===== src/rtl/dmem_access_ctrl.sv =====
// Data-side memory controller for the MIPS MEM stage: generates the pipeline advance enable,
// sequences direct-mapped cache block refills on read misses and write-through stores.
module dmem_access_ctrl #(
   parameter int BLOCK_WORDS = 4,
   parameter int WIDX_W      = 2,
   parameter int CNT_W       = 16
) (
   input  logic              clk,
   input  logic              rst_n,
   input  logic              mem_read,
   input  logic              mem_write,
   input  logic [31:0]       addr,
   input  logic              cache_hit,
   input  logic              mem_ack,
   output logic              data_hit,
   output logic              mem_req,
   output logic              mem_we,
   output logic [31:0]       mem_addr,
   output logic              refill_we,
   output logic [WIDX_W-1:0] refill_word,
   output logic              refill_tag_we,
   output logic              busy,
   output logic [CNT_W-1:0]  miss_count
);

   typedef enum logic [1:0] {IDLE, REFILL, REPLAY, WRITE} state_t;

   localparam logic [31:0]       BLOCK_MASK = 32'(BLOCK_WORDS * 4 - 1);
   localparam logic [WIDX_W-1:0] LAST_WORD  = WIDX_W'(BLOCK_WORDS - 1);

   state_t            state, next_state;
   logic [WIDX_W-1:0] word_cnt;
   logic [31:0]       addr_q;
   logic              load_write, load_miss, cnt_clr;

   // One address register serves both transaction kinds: the word address for a store,
   // the block base for a refill (low bits zero, so the word offset can be OR-ed in).
   always_ff @(posedge clk or negedge rst_n) begin
      if (!rst_n) begin
         state      <= IDLE;
         word_cnt   <= '0;
         addr_q     <= '0;
         miss_count <= '0;
      end else begin
         state <= next_state;
         if (load_write)
            addr_q <= {addr[31:2], 2'b00};
         if (load_miss) begin
            addr_q <= addr & ~BLOCK_MASK;
            if (miss_count != {CNT_W{1'b1}})
               miss_count <= miss_count + CNT_W'(1);
         end
         if (load_miss || cnt_clr)
            word_cnt <= '0;
         else if (refill_we)
            word_cnt <= word_cnt + WIDX_W'(1);
      end
   end

   always_comb begin
      next_state    = state;
      data_hit      = 1'b0;
      mem_req       = 1'b0;
      mem_we        = 1'b0;
      refill_we     = 1'b0;
      refill_tag_we = 1'b0;
      load_write    = 1'b0;
      load_miss     = 1'b0;
      cnt_clr       = 1'b0;
      unique case (state)
         IDLE: begin
            data_hit = !mem_write && (!mem_read || cache_hit);
            if (mem_write) begin
               load_write = 1'b1;
               next_state = WRITE;
            end else if (mem_read && !cache_hit) begin
               load_miss  = 1'b1;
               next_state = REFILL;
            end
         end
         REFILL: begin
            mem_req = 1'b1;
            if (mem_ack) begin
               refill_we = 1'b1;
               if (word_cnt == LAST_WORD) begin
                  refill_tag_we = 1'b1;
                  next_state    = REPLAY;
               end
            end
         end
         // A conflicting cache update can evict the block before replay; refetch it
         // without counting another miss.
         REPLAY: begin
            data_hit = cache_hit;
            if (cache_hit) begin
               next_state = IDLE;
            end else begin
               cnt_clr    = 1'b1;
               next_state = REFILL;
            end
         end
         WRITE: begin
            mem_req  = 1'b1;
            mem_we   = 1'b1;
            data_hit = mem_ack;
            if (mem_ack)
               next_state = IDLE;
         end
         default: next_state = IDLE;
      endcase
   end

   assign mem_addr    = (state == REFILL) ? (addr_q | {{(30-WIDX_W){1'b0}}, word_cnt, 2'b00}) : addr_q;
   assign refill_word = word_cnt;
   assign busy        = (state != IDLE);

endmodule


===== config.mk =====
export PLATFORM = sky130hd
export DESIGN_NAME = dmem_access_ctrl
export DESIGN_NICKNAME = d
export VERILOG_FILES = /design/src/rtl/dmem_access_ctrl.sv
export SDC_FILE = /design/constraint.sdc
export NUM_CORES = 1
export LEC_CHECK = 0
export ABC_AREA = 1
export CORE_UTILIZATION = 49
export DETAILED_ROUTE_END_ITERATION = 10
export HOLD_SLACK_MARGIN = 0.08
export PLACE_DENSITY = 0.95
export SLEW_MARGIN = 20
export SYNTH_ARGS = -nofsm -noshare
export SYNTH_HDL_FRONTEND = slang
export SYNTH_SLANG_ARGS = --single-unit

===== constraint.sdc =====
create_clock -name clk -period 2.3 [get_ports clk]
set_input_delay 0.575 -clock clk [delete_from_list [all_inputs] [get_ports clk]]
set_output_delay 0.575 -clock clk [all_outputs]
set_load 0.02 [all_outputs]

==> impl_summary.txt <==
----------------------------------------------------
[STA]
  Smallest hold slack ... 0.282 ns
  F_max ... 447 MHz
  Slew headroom ... 57.8%
  Post-route fraction of the period consumed by the critical path ... 97.2%
  Final sum of negative setup slack ... 0 ns
  Worst slew pin tran ... 0.634 ns
  Number of slew-limit violations in the final report ... 0
  Minimum clock period after layout ... 2.23 ns
  Setup repair after global routing missed its margin ... false
  Hold violation total from the final report ... 0
  Final-report setup violation count ... 0
  Worst path setup slack after routing ... 0.0653 ns
  Clock tree skew after final layout ... 0.0111 ns

[Floorplanning]
  Number of ports placed on the die boundary ... 94
  Die outline height ... 76.9 um
  Die width ... 76.9 um
  Die Footprint ... 5910 um^2
  Starting density of the core ... 52.5%
  Row count ... 26
  Area of the core ... 5240 um^2

[Final layout]
  Post-route non-filler standard cell count ... 494
  Leading cell type in the layout, fill and taps excluded ... nand2_1
  Share of cells above drive strength 1 ... 7.31%
  Post-route core utilization ... 69.6%
  Cell area after layout ... 3650 um^2
  Diode count ... 0
  Top library cells by usage in the layout, fill and taps aside ... nand2_1, clkdlybuf4s50_1, dfrtp_1
  Synth-to-Final Area Change ... 32.7%
  # nets final ... 463

[Setup path]
  Worst setup path category ... input port to output pin
  Critical Path End Type ... output pin
  Cell family with most CP delay ... buffers and inverters
  Number of gates on the worst path with buffers counted ... 4
  Path depth of the worst reg2reg path ... 8
  Flop2flop setup slack ... 0.66 ns
  Data arrival, critical path ... 1.66 ns
  Kind of start point of the critical path ... input port
  Cell with the biggest individual delay on the critical path ... clkdlybuf4s50_1
  FF-to-FF Start ... miss_count[0]
  Delay of the slowest cell on the worst path ... 0.50 ns
  Buffers and inverters on the worst path ... 3
  Ordered cell list for the critical path ... clkdlybuf4s50_1, inv_1, nor2_1, dlygate4sd2_1
  Required arrival time at the worst endpoint ... 1.73 ns
  Maximum fanout encountered on the critical timing path ... 3
  Capturing point of the worst reg2reg path ... miss_count[3]

[Pwr]
  Design internal power ... 2.53 mW
  Net switching component of the power ... 1.63 mW
  Gate power share ... 47.6%
  Switching portion of total power ... 39.2%
  Worst ir drop on vdd ... 658 uV
  Part of the power in registers ... 34.7%
  Power consumption ... 4.16 mW
  Pwr Density ... 1140 nW/um^2
  Clock group share of total power ... 17.7%
  Leakage dissipation ... 1.75 nW

[Placement]
  Post-detail-place hpwl ... 4740 um
  Quantity of I/O buffers inserted on ports ... 89
  Final RePlAce weighted congestion ... 0.856
  Placed cell count ... 486
  Area after detailed placement ... 3520 um^2
  Worst slack at placement ... -0.268 ns

[GRT]
  Vias in the first global route ... 2,359
  Initial antenna violation count ... 0
  First-pass GRT wire length ... 10,800 um
  Pin count of the biggest net entering global routing ... 28
  Global route overflow ... 0
  Overall routing resource usage ... 22.8%

[Synth]
  Gate count of the mapped netlist ... 357
  Portion of the post-synthesis area used by sequential elements ... 45.5%
  Synthesized cell area ... 2750 um^2
  Synth cell types ... 27
  Post-Synthesis Mean Instance Area ... 7.70 um^2
  FF+latch count, synth ... 50
  Number of warnings issued by yosys ... 0

[Clock network]
  Clock-pin transition on the worst setup and hold timing paths ... 0.09 ns
  Post-CTS repair timing setup buffer count ... 0
  Total clock buffers created by CTS ... 5
  Bufs on Longest Clock Path ... 2
  Clock tree root driver cell ... clkbuf_8
  CTS tree ... built
  Clk sinks ... 50
  Number of buffers added to fix hold violations after cts ... 0
  Insertion delay to the later sink of the worst-skew pair ... 0.31 ns
  Number of levels in the clock H-tree ... 2

[Detailed routing]
  Wire length after detailed routing ... 6390 um
  Total number of vias ... 2,450
  Detail Route Antenna Nets ... 0
  Pre-Repair DR Iteration Count ... 4
  Post-DR wirelength/cell ... 12.9 um
  Ratio of routed vias to standard cells ... 4.96
  Drt drc ... 0
  First-iteration detailed-routing DRC count ... 144

[Run]
  Maximum Capacitance Violations ... 0

[Hold path]
  Class of the tightest hold or removal check ... input port to async pin

[Outcome]
  Run status ... finished, final reports clean

----------------------------------------------------
[worst reg2reg max path, cell delays in order (launching register included)]
cell and delay, ns:
dfrtp_1 0.43, ha_1 0.28, inv_1 0.12, nor2_4 0.05, nand2_2 0.10, nor2_1 0.08, nor2_2 0.34, nand2_1 0.09
o21ai_1 0.09
[metal layers]
| layer | part of all wire [%] | up-vias | GRT usage (%) |
|---|---|---|---|
| met5 | 0 | - | 0 |
| met4 | 1.3 | 0 | 8.65 |
| met3 | 6.7 | 8 | 5.36 |
| met2 | 52 | 85 | 40.3 |
| met1 | 40 | 1133 | 26.6 |
| li1 | - | 1224 | - |
[power groups by stage]
stage | combinational (mW) | clock (mW) | sequential (mW)
after floorplan | 1.38 | 0 | 1.46
after global placement | 1.96 | 0 | 1.44
after detailed placement | 2.03 | 0 | 1.46
after CTS | 2.01 | 0.746 | 1.45
after global routing | 2.15 | 0.789 | 1.49
final | 1.98 | 0.737 | 1.44
[cells in the mapped netlist, drive strengths merged]
master / count / share of area (%)
o211ai: 2 / 0.55
xor2: 1 / 0.32
o22ai: 1 / 0.23
conb: 1 / 0.14
nand3b: 1 / 0.27
nand3: 44 / 8.5
nand2: 137 / 19
o21ai: 10 / 2.0
clkbuf: 1 / 0.14
inv: 29 / 4.0
o21bai: 1 / 0.68
buf: 40 / 11
o31ai: 1 / 0.27
ha: 2 / 0.91
xnor2: 3 / 0.96
dfrtp: 50 / 46
nor2: 25 / 4.2
nand4: 8 / 1.8
[sequential cells by signal (all words and copies together) (netlist names)]
signal,cells
refill_word,2
miss_count,16
addr_q,30
state,2
[area by class of cell]
cell class,instances,area (um^2)
repair buffers,99,963
inverters,29,109
clock inverters,3,68.8
well taps,70,87.6
multi-input cells,238,1100
flip-flops and latches,50,1250
clock buffers,5,68.8
fillers,430,1590
[worst max path at each step]
stage,start,to
2_1_floorplan,mem_read,data_hit
3_3_place_gp,cache_hit,data_hit
3_5_place_dp,cache_hit,data_hit
4_1_cts,cache_hit,data_hit
5_1_grt,mem_ack,refill_we
6_report,mem_ack,refill_we
[repair_timing]
action | CTS | global route
resized for setup | 5 | 2
endpoints found under the hold margin | 0 | 0
setup endpoints to repair | 5 | 1
[kinds of logic after synthesis]
| kind of cell | Yosys count | share of synthesized area, % |
|---|---|---|
| xor+xnor | 4 | 1.28 |
| flops | 50 | 45.5 |
| buf+inv | 70 | 14.7 |
| simple gates | 215 | 33.8 |
| fa+ha+maj | 2 | 0.911 |
| compound gates | 15 | 3.69 |
| other cells | 1 | 0.136 |
Note: power is estimated with default switching activity, not from simulation.
